### src/rtl/stream_crop_window.sv
// Crops a raster-order valid/ready pixel stream to a window that is latched on every s_sof,
// and regenerates sof/eol/eof for the cropped image through one output register stage.
module stream_crop_window #(
  parameter int COLS = 512,
  parameter int ROWS = 512,
  parameter int CH   = 1,
  parameter int DW   = 8,
  parameter int XW   = 10
) (
  input  logic            clk,
  input  logic            rst,
  input  logic [XW-1:0]   cfg_x1,
  input  logic [XW-1:0]   cfg_y1,
  input  logic [XW-1:0]   cfg_x2,
  input  logic [XW-1:0]   cfg_y2,
  input  logic            s_valid,
  output logic            s_ready,
  input  logic [CH*DW-1:0] s_data,
  input  logic            s_sof,
  output logic            m_valid,
  input  logic            m_ready,
  output logic [CH*DW-1:0] m_data,
  output logic            m_sof,
  output logic            m_eol,
  output logic            m_eof,
  output logic            frame_done,
  output logic            cfg_err,
  output logic            sync_err
);

  // state  | meaning
  // IDLE   | no frame open; beats without s_sof are dropped
  // ACTIVE | inside a frame; x_q/y_q hold the position of the next beat

  typedef enum logic [0:0] {
    IDLE   = 1'b0,
    ACTIVE = 1'b1
  } state_t;

  localparam logic [XW-1:0] LAST_X = XW'(COLS - 1);
  localparam logic [XW-1:0] LAST_Y = XW'(ROWS - 1);
  // One extra bit so a geometry equal to 2^XW still compares correctly.
  localparam logic [XW:0]   COLS_W = (XW + 1)'(COLS);
  localparam logic [XW:0]   ROWS_W = (XW + 1)'(ROWS);

  state_t        state_q, state_d;
  logic [XW-1:0] x_q, y_q, x_d, y_d;
  logic [XW-1:0] x1_q, y1_q, x2_q, y2_q;
  logic          ok_q;

  logic          beat;
  logic          sof_beat;
  logic          cfg_ok;
  logic          take;
  logic          frame_end;
  logic          resync;
  logic          pass;
  logic [XW-1:0] cur_x, cur_y;
  logic [XW-1:0] wx1, wy1, wx2, wy2;
  logic          win_ok;

  assign s_ready  = !m_valid || m_ready;
  assign beat     = s_valid && s_ready;
  assign sof_beat = beat && s_sof;

  assign cfg_ok = (cfg_x1 <= cfg_x2) && (cfg_y1 <= cfg_y2) &&
                  ({1'b0, cfg_x2} < COLS_W) && ({1'b0, cfg_y2} < ROWS_W);

  // The sof beat itself is judged against the incoming cfg, not the stale latch.
  always_comb begin
    cur_x  = x_q;
    cur_y  = y_q;
    wx1    = x1_q;
    wy1    = y1_q;
    wx2    = x2_q;
    wy2    = y2_q;
    win_ok = ok_q;
    resync = 1'b0;
    if (sof_beat) begin
      cur_x  = '0;
      cur_y  = '0;
      wx1    = cfg_x1;
      wy1    = cfg_y1;
      wx2    = cfg_x2;
      wy2    = cfg_y2;
      win_ok = cfg_ok;
      resync = (state_q == ACTIVE);
    end
  end

  always_comb begin
    state_d   = state_q;
    x_d       = x_q;
    y_d       = y_q;
    take      = 1'b0;
    frame_end = 1'b0;
    case (state_q)
      IDLE:    take = sof_beat;
      ACTIVE:  take = beat;
      default: take = 1'b0;
    endcase
    if (take) begin
      frame_end = (cur_x == LAST_X) && (cur_y == LAST_Y);
      if (frame_end) begin
        x_d     = '0;
        y_d     = '0;
        state_d = IDLE;
      end else if (cur_x == LAST_X) begin
        x_d     = '0;
        y_d     = cur_y + 1'b1;
        state_d = ACTIVE;
      end else begin
        x_d     = cur_x + 1'b1;
        y_d     = cur_y;
        state_d = ACTIVE;
      end
    end
  end

  assign pass = take && win_ok &&
                (cur_x >= wx1) && (cur_x <= wx2) &&
                (cur_y >= wy1) && (cur_y <= wy2);

  always_ff @(posedge clk) begin
    if (rst) begin
      state_q <= IDLE;
      x_q     <= '0;
      y_q     <= '0;
    end else begin
      state_q <= state_d;
      x_q     <= x_d;
      y_q     <= y_d;
    end
  end

  always_ff @(posedge clk) begin
    if (rst) begin
      x1_q       <= '0;
      y1_q       <= '0;
      x2_q       <= '0;
      y2_q       <= '0;
      ok_q       <= 1'b0;
      cfg_err    <= 1'b0;
      frame_done <= 1'b0;
      sync_err   <= 1'b0;
    end else begin
      frame_done <= frame_end;
      sync_err   <= resync;
      if (sof_beat) begin
        x1_q    <= cfg_x1;
        y1_q    <= cfg_y1;
        x2_q    <= cfg_x2;
        y2_q    <= cfg_y2;
        ok_q    <= cfg_ok;
        cfg_err <= !cfg_ok;
      end
    end
  end

  // A beat only happens when s_ready is high, so loading never overwrites a stalled pixel.
  always_ff @(posedge clk) begin
    if (rst) begin
      m_valid <= 1'b0;
      m_data  <= '0;
      m_sof   <= 1'b0;
      m_eol   <= 1'b0;
      m_eof   <= 1'b0;
    end else if (pass) begin
      m_valid <= 1'b1;
      m_data  <= s_data;
      m_sof   <= (cur_x == wx1) && (cur_y == wy1);
      m_eol   <= (cur_x == wx2);
      m_eof   <= (cur_x == wx2) && (cur_y == wy2);
    end else if (m_ready) begin
      m_valid <= 1'b0;
      m_sof   <= 1'b0;
      m_eol   <= 1'b0;
      m_eof   <= 1'b0;
    end
  end

endmodule

### config.mk
export PLATFORM = sky130hd
export DESIGN_NAME = stream_crop_window
export DESIGN_NICKNAME = d
export VERILOG_FILES = /design/src/rtl/stream_crop_window.sv
export SDC_FILE = /design/constraint.sdc
export NUM_CORES = 1
export LEC_CHECK = 0
export BUFFER_PORTS_ARGS = -buffer_cell sky130_fd_sc_hd__buf_2
export CAP_MARGIN = 15
export CORE_MARGIN = 2
export CORE_UTILIZATION = 45
export CTS_CLUSTER_SIZE = 16
export DETAILED_ROUTE_END_ITERATION = 7
export PLACE_DENSITY = 0.65
export SKIP_CTS_REPAIR_TIMING = 1
export SYNTH_ARGS = -nofsm -noshare
export SYNTH_HDL_FRONTEND = slang
export SYNTH_SLANG_ARGS = --single-unit
export TNS_END_PERCENT = 5
### constraint.sdc
create_clock -name clk -period 6 [get_ports clk]
set_input_delay 1.2 -clock clk [delete_from_list [all_inputs] [get_ports clk]]
set_output_delay 1.2 -clock clk [all_outputs]
set_load 0.02 [all_outputs]
### Word level (Yosys, flattened, before mapping)

Cells that the tools add are included.

* add/sub/neg operators: 2
* magnitude comparators: 8
* equality and inequality tests: 6
* mux-type cells: 18
* bitwise operators: 3
* reductions and logical operators: 19

Operators with widths (count)
* 10-bit two-way mux: 10
* 10-bit equality test: 4
* 10-bit less-or-equal comparator: 4
* 10-bit by 1-bit adder with 10-bit output (second input constant): 2
* 10-bit by 9-bit equality test with 1-bit output (second input constant): 2
* 10-bit >= comparator: 2
* 10-bit less-than comparator (second input constant): 2
* 1-bit logical AND: 13
* 1-bit two-way mux: 7
* 2-bit OR reduction: 2
* 1-bit inverter: 3
* 1-bit zero test: 2
* 1-bit case mux with 2 select lines: 1
* 2-bit nonzero test: 1
* 1-bit logical OR: 1

* bits in registers: 77
* bits of input ports: 53
* output and inout bits: 16
* word-level logic and storage cells: 72

### Longest topological paths before layout

Gate-level depths: netlist of the first run.

* depth after elaboration: 11
* gate-level depth with buffers: 16

### Worst setup path after synthesis of the first run

Ideal clock, no wire load.

* path type: input-to-reg
* start: input port m_ready
* end: register y_q[7]
* data arrival time: 4.028 ns
* data required time: 5.872 ns
* slack: 1.844 ns
* cell stages on the path: 14
* buffers on the path: 2
* cell sequence: nor2b_4 inv_1 nand3_2 buf_1 clkbuf_1 and2_1 ha_1 nand3_2 or3_4 nor4b_4 nand4_2 a31o_2 a21oi_1 nor2_1

* word-level cells in the longest chain between the ends: 7
* elaborated cells between the ends (all ways): 12

RTL lines
* start: declaration: line 21 `input logic m_ready,`
* 1-bit logical OR *: line 62 `assign s_ready = !m_valid || m_ready;`
* named net s_ready: line 17 `output logic s_ready,`
* 1-bit logical AND *: line 63 `assign beat = s_valid && s_ready;`
* 1-bit logical AND: line 64 `assign sof_beat = beat && s_sof;`
* 10-bit two-way mux: line 79 `if (sof_beat) begin`
* 10-bit by 1-bit adder with 10-bit output, or another cell as far along: line 110 `y_d = cur_y + 1'b1;`
* 10-bit two-way mux / 1-bit logical AND (equally long branches): line 108, 103
* 10-bit two-way mux: line 104 `if (frame_end) begin`
* end signal: assignment: line 132 `y_q <= y_d;`
* end: declaration: line 47 `logic [XW-1:0] x_q, y_q, x_d, y_d;`

Mark *: on every way through the listed nets, which the timed path passes. The rest lies on a longest branch.
A chain may end at the register's enable or synchronous reset.

### Worst setup path in the final report of the first run

* start: input port m_ready
* end: register y_q[7]

* word-level cells in the longest chain between the ends: 7
* elaborated cells between the ends (all ways): 12

RTL lines (line)
* 1-bit logical OR *: 62
* 1-bit logical AND *: 63
* 1-bit logical AND: 64
* 10-bit two-way mux: 79
* 10-bit by 1-bit adder with 10-bit output, or another cell as far along: 110
* 10-bit two-way mux / 1-bit logical AND (equally long branches): 108, 103
* 10-bit two-way mux: 104

Every way passes the cells marked *; elsewhere a longest branch is shown, timed or not.

==> results of run 1 <==
-- critical path, cell delays in order --
cell,delay [ns]
buf_2,0.12
nor2b_4,0.20
inv_1,0.12
nand3_2,0.66
nand2_1,0.37
inv_1,0.18
ha_1,0.22
nand3_2,0.12
or3_4,0.45
nor4b_4,0.35
nand4_2,0.28
a31o_2,0.30
a21oi_1,0.15
nor2_1,0.05
-- sequential cells by signal, summed over array words and instances (netlist names), 8 cells and up --
name    flops
x1_q       10
x2_q       10
x_q        10
y1_q       10
y2_q       10
y_q        10
m_data      8
-- layout make-up --
cell class	count	area (um2)	area share, %
well taps	136	170	3.21
clock buffers	12	155	2.93
repair buffers	74	385	7.27
flip-flops and latches	77	1540	29.1
multi-input cells	437	2930	55.3
inverters	28	105	1.98
clock inverters	2	10.0	0.189
-- synthesized netlist by cell type, drive strengths merged (2+ instances only) --
| library cell | count |
|---|---|
| nor2 | 82 |
| dfxtp | 77 |
| ha | 62 |
| a21oi | 53 |
| nand2 | 52 |
| mux2i | 29 |
| inv | 28 |
| o21ai | 26 |
| and2 | 25 |
| clkbuf | 18 |
| nand3 | 15 |
| nand4 | 15 |
| nor3 | 12 |
| a21o | 6 |
| nor2b | 6 |
| a211oi | 5 |
| a31oi | 5 |
| buf | 5 |
| or3 | 5 |
| and3 | 4 |
| nor4 | 4 |
| a22oi | 3 |
| nand2b | 2 |
| nor4b | 2 |
| o2111a | 2 |
| o21a | 2 |
| o21bai | 2 |
| xor2 | 2 |
-- per-stage QoR --
step,setup WS (ns),hold WS (ns),util (%),area [um2]
floorplan,1.84,0.441,-,4690
global placement,1.17,0.443,50.2,5130
detailed placement,1.11,0.449,50.2,5130
CTS,1.48,0.460,51.8,5300
global route,1.17,0.479,51.8,5300
finish,1.41,0.457,51.8,5300
-- where the power goes --
part | switching (mW) | total (mW) | internal (mW)
Combinational | 0.103 | 0.170 | 0.0665
Sequential | 0.00438 | 0.530 | 0.525
Clock | 0.177 | 0.344 | 0.167
-- per-layer routing --
metal,up-vias,global-route usage (%)
li1,2107,-
met1,1907,27.8
met2,91,35.0
met3,17,3.49
met4,0,7.05
met5,-,0
-- worst max-delay path by stage --
| stage | slack (ns) | to |
|---|---|---|
| floorplan | 1.84 | y_q[7] |
| global placement | 1.17 | y_q[1] |
| detailed placement | 1.11 | y_q[7] |
| CTS | 1.48 | y_q[7] |
| global route | 1.17 | y_q[7] |
| finish | 1.41 | y_q[7] |
-- cell families after synthesis --
group / synth area share [%]
buf+inv: 4.62
fa+ha+maj: 16.5
mux: 6.43
xor+xnor: 0.374
compound gates: 14.8
flops: 32.9
simple gates: 24.4
==> metrics.csv, run 1 <==
stage,metric,value,unit
yosys,synth_top_cells_by_area,"dfxtp_1 (33%), ha_1 (17%), nor2_1 (6.6%)",
cells_and_area,diodes,0,
yosys,syn_area_per_cell,8.30,um2
detailed_routing,routed-wl-met3,530,um
sta,tightestPinTransition,0.995,ns
clock_tree,cts_sinks,77,
yosys,yosys_warnings,0,
sta,timing.final.crit_share,76.6,%
job,max_cap_violations,0,
sta,max_freq,218,MHz
floorplanning,fp.dieH,106,um
sta,tns,0,ns
detailed_routing,drt-initial-drc-count,199,
sta,rsz0062_at_grt,no,
floorplanning,initial_core_util,45.8,%
detailed_routing,vias,4122,
clock_tree,clk_latency,0.35,ns
sta,period_needed,4.59,ns
placed_design,gp_congestion,0.878,
critical_path,r2r-start,m_valid,
yosys,synth_cell_type_count,57,
critical_path,reg2reg_to,y_q[7],
global_route,grt_pass1_vias,4064,
critical_path,worstPathArrival,4.81,ns
pwr,p_leak,2.47,nW
yosys,synth_edf_count,0,
pwr,power,1.04,mW
cells_and_area,stdcell_count,766,
yosys,syn_area,4690,um2
yosys,synth.net_count,680,
critical_path,crit_path_start,m_ready,
critical_path,cp_max_fo,55,
floorplanning,num_rows,37,
global_route,grt_usage,21.0,%
clock_tree,cts_buffer_depth,2,
detailed_routing,drcViolationCount,0,
clock_tree,cts_buffers,9,
hold_path,holdCritPathClass,flip-flop to flip-flop,
sta,finalHoldViolCount,0,
critical_path,rrSetupSlack,2.00,ns
clock_tree,cts_tree,built,
hold_path,hp-start,m_data[4],
cells_and_area,final_common_cell,nor2_1,
yosys,ys_ff_latch,77,
pwr,max-vdd-ir-drop,0.0909,mV
yosys,synth_top_area_share,32.9,%
detailed_routing,wl,11.6,mm
detailed_routing,routed.top_layer,met4,
global_route,antenna_found_initial,0,
clock_tree,root_buffer,clkbuf_8,
hold_path,min_path_cells,2,
yosys,yosys.area.top_type,dfxtp_1,
cells_and_area,final_layout_size_suffix_gt1_share,17.0,%
floorplanning,pin_count,69,
sta,max-slew-margin-rel,33.6,%
detailed_routing,wl_met2,5.24,mm
yosys,seq_area_frac_synth,32.9,%
placed_design,port_buffers,68,
critical_path,worstPathRequired,6.21,ns
detailed_routing,detail-route-antenna-nets,0,
sta,clock_skew,0.00794,ns
detailed_routing,drt_pass1_iterations,4,
pwr,power_density,197,nW/um2
critical_path,r2r_cells,13,
critical_path,cp-start-kind,primary input,
clock_tree,htreeDepth,3,
cells_and_area,final_nets,742,
detailed_routing,wl_met1,5.55,mm
yosys,synthArstFlopShare,0,%
cells_and_area,nFillCells,992,
detailed_routing,wl_per_cell,15.1,um
critical_path,critical_path_class,primary input to flip-flop,
run_status,status,"finished, final reports clean",
floorplanning,design.die.area,11300,um2
sta,maxSlewViolCount,0,
cells_and_area,areaGrowthSynthToFinish,13.1,%
hold_path,hold_end,m_data[4],
sta,setup_viol,0,
cells_and_area,final_cell_mix,"nor2_1 (81), dfxtp_1 (77), buf_2 (68)",
global_route,grt_max_degree,65,
clock_tree,clk_pin_slew,0.07,ns
placed_design,placed_cells,752,
placed_design,place_hpwl,8.84,mm
floorplanning,core,10200,um2
floorplanning,die_x,106,um
global_route,grt_overflow,0,
detailed_routing,via_per_inst,5.38,
global_route,grt_pass1_wl,19.1,mm
critical_path,crit_path_end_kind,flip-flop,
yosys,syn_inst,565,
yosys,ys.flop_type,dfxtp_1,
Note: power is estimated with default switching activity, not from simulation.
==> inputs of run 2 (changes only) <==
- ABC_AREA: not set -> 1
- PLACE_DENSITY: 0.65 -> 0.67
- clock period: 6 -> 3.8 ns (I/O delays scaled with it)
==> metrics.csv, run 2 <==
stage,metric,value,unit,change
floorplanning,num_rows,38,,was 37
yosys,syn_inst,682,,was 565
floorplanning,die_x,109,um,was 106 um
yosys,ys_ff_latch,77,,unchanged
global_route,grt_overflow,0,,unchanged
yosys,yosysMostFrequentCell,nand2_1,,was nor2_1
yosys,synth_top_area_share,31.0,%,was 32.9%
yosys,synth_cell_type_count,43,,was 57
clock_tree,cts_buffer_depth,2,,unchanged
clock_tree,cts_buffers,9,,unchanged
placed_design,gp_congestion,0.893,,was 0.878
critical_path,cp-start-kind,primary input,,unchanged
run_status,status,"finished, final reports clean",,unchanged
yosys,synth_common_cells,"nand2_1 (156), nor2_1 (86), dfxtp_1 (77), inv_1 (69), ha_1 (62)",,"was nor2_1 (82), dfxtp_1 (77), ha_1 (62), a21oi_1 (53), nand2_1 (52)"
yosys,syn_area,4970,um2,was 4690 um2
cells_and_area,final_layout_size_suffix_gt1_share,18.1,%,was 17.0%
clock_tree,clk_latency,0.37,ns,was 0.35 ns
pwr,power,1.74,mW,was 1.04 mW
floorplanning,design.die.area,11900,um2,"was 11,300 um2"
placed_design,port_buffers,68,,unchanged
sta,tightestPinTransition,0.805,ns,was 0.995 ns
clock_tree,root_buffer,clkbuf_8,,unchanged
pwr,max-vdd-ir-drop,0.235,mV,was 0.0909 mV
sta,timing.final.crit_share,80.7,%,
global_route,grt_pass1_vias,4423,,"was 4,064"
critical_path,worstPathRequired,4.02,ns,was 6.21 ns
clock_tree,cts_sinks,77,,unchanged
floorplanning,initial_core_util,46.1,%,was 45.8%
cells_and_area,diodes,0,,unchanged
detailed_routing,drt_pass1_iterations,5,,was 4
sta,max_freq,326,MHz,
critical_path,slowest_stage,ha_1,,was nand3_2
pwr,power_density,310,nW/um2,was 197 nW/um2
sta,rsz0062_at_grt,no,,unchanged
yosys,synthArstFlopShare,0,%,unchanged
cells_and_area,areaGrowthSynthToFinish,12.7,%,was 13.1%
cells_and_area,nFillCells,1076,,was 992
cells_and_area,final_common_cell,nand2_1,,was nor2_1
global_route,grt_max_degree,43,,was 65
cells_and_area,final_cell_mix,"nand2_1 (156), nor2_1 (86), dfxtp_1 (77)",,"was nor2_1 (81), dfxtp_1 (77), buf_2 (68)"
critical_path,cp_max_fo,27,,was 55
detailed_routing,drcViolationCount,0,,unchanged
yosys,seq_area_frac_synth,31.0,%,was 32.9%
critical_path,critical_path_class,primary input to flip-flop,,unchanged
yosys,yosys_warnings,0,,unchanged
floorplanning,fp.dieH,109,um,was 106 um
critical_path,crit_path_end_kind,flip-flop,,unchanged
hold_path,holdCritPathClass,flip-flop to flip-flop,,unchanged
cells_and_area,final_nets,862,,was 742
clock_tree,clk_pin_slew,0.08,ns,was 0.07 ns
global_route,grt_pass1_wl,19.8,mm,was 19.1 mm
yosys,yosys.area.top_type,dfxtp_1,,unchanged
yosys,synth.net_count,797,,was 680
yosys,ys.flop_type,dfxtp_1,,unchanged
sta,finalHoldViolCount,0,,unchanged
clock_tree,htreeDepth,3,,unchanged
critical_path,crit_buf_inv,5,,was 3
detailed_routing,drt-initial-drc-count,166,,was 199
detailed_routing,vias,4456,,"was 4,122"
sta,period_needed,3.07,ns,
job,max_cap_violations,0,,unchanged
critical_path,worstPathArrival,3.29,ns,was 4.81 ns
placed_design,place_hpwl,9.19,mm,was 8.84 mm
critical_path,cpPeakStageDelay,0.28,ns,was 0.66 ns
sta,clock_skew,0.00715,ns,was 0.00794 ns
global_route,antenna_found_initial,0,,unchanged
floorplanning,core,10800,um2,"was 10,200 um2"
detailed_routing,wl_per_cell,13.2,um,was 15.1 um
floorplanning,pin_count,69,,unchanged
sta,tns,0,ns,unchanged
sta,max-slew-margin-rel,46.3,%,was 33.6%
yosys,syn_area_per_cell,7.29,um2,was 8.30 um2
yosys,synth_edf_count,0,,unchanged
detailed_routing,detail-route-antenna-nets,0,,unchanged
pwr,p_leak,2.98,nW,was 2.47 nW
detailed_routing,via_per_inst,5.00,,was 5.38
yosys,synth_top_cells_by_area,"dfxtp_1 (31%), ha_1 (16%), nand2_1 (12%)",,"was dfxtp_1 (33%), ha_1 (17%), nor2_1 (6.6%)"
critical_path,cp_top_family,simple AND/OR/NAND/NOR gates,,unchanged
sta,maxSlewViolCount,0,,unchanged
critical_path,crit_chain,"buf_2, inv_2, nand2_4, nand3_4, inv_1, buf_12, or2_2, inv_1, a21oi_1, ha_1, nand2_1, nor2_1, nand3b_1, nand4_1, nand3_2, nor2_4, nand2_1, nand3_1, a21oi_1",,"was buf_2, nor2b_4, inv_1, nand3_2, nand2_1, inv_1, ha_1, nand3_2, or3_4, nor4b_4, nand4_2, a31o_2, a21oi_1, nor2_1"
clock_tree,cts_tree,built,,unchanged
global_route,grt_usage,21.4,%,was 21.0%
sta,setup_viol,0,,unchanged
detailed_routing,wl,11.8,mm,was 11.6 mm
==> run 2: path summary, 6_finish.rpt <==
kind,end,cells after the start,slack [ns],start
worst max-delay path,m_eof,19,0.73,m_ready
worst min-delay path,y_q[1],2,0.47,y_q[1]
worst max register to register,m_eof,17,0.89,m_valid
worst min register to register,y_q[1],2,0.47,y_q[1]
==> run 2: worst register-to-register path, delay by kind of cell (launching register included) <==
kind	cells	cell delay, ns
adders and majority gates	1	0.28
AOI/OAI and AO/OA	2	0.13
and+or+nand+nor	11	1.44
DFF	1	0.41
buffers and inverters	3	0.51
==> run 2: cell families after synthesis <==
logic type | after synthesis | synth area share [%]
fa+ha+maj | 62 | 15.6
compound gates | 92 | 10.3
simple gates | 324 | 29.6
xor+xnor | 7 | 1.23
flops | 77 | 31.0
buf+inv | 102 | 8.58
mux | 18 | 3.62
==> run 2: cell type report <==
cell class	instances	area (um2)	area share, %
clock buffer	13	139	2.48
clock inverter	2	35.0	0.625
inverter	82	312	5.56
multi-input combinational	503	3010	53.6
sequential	77	1540	27.5
tap	140	175	3.12
timing repair buffer	74	398	7.10
==> run 2: layer usage <==
layer	global-route usage, %	vias to the layer above	part of all wire (%)
met4	6.59	0	2.1
met3	5.38	18	4.2
met1	24.2	2021	42
met5	0	-	0
li1	-	2328	-
met2	39.0	89	51
==> run 2: where the power goes <==
part | switching (mW) | total (mW) | internal [mW]
combinational | 0.188 | 0.300 | 0.112
sequential | 0.00781 | 0.843 | 0.835
clock | 0.292 | 0.592 | 0.300
==> run 2: stage by stage <==
step                      setup slack [ns]  utilization, %  cell area, um2  instances  hold WS [ns]
final                                0.732            51.9            5610        891         0.469
after CTS                            0.738            51.9            5610        891         0.469
after detailed placement             0.349            50.3            5430        876         0.458
after global routing                 0.451            51.9            5610        891         0.497
after global placement               0.460            50.3            5430        876         0.453
after floorplan                      0.668               -            4970        682         0.445
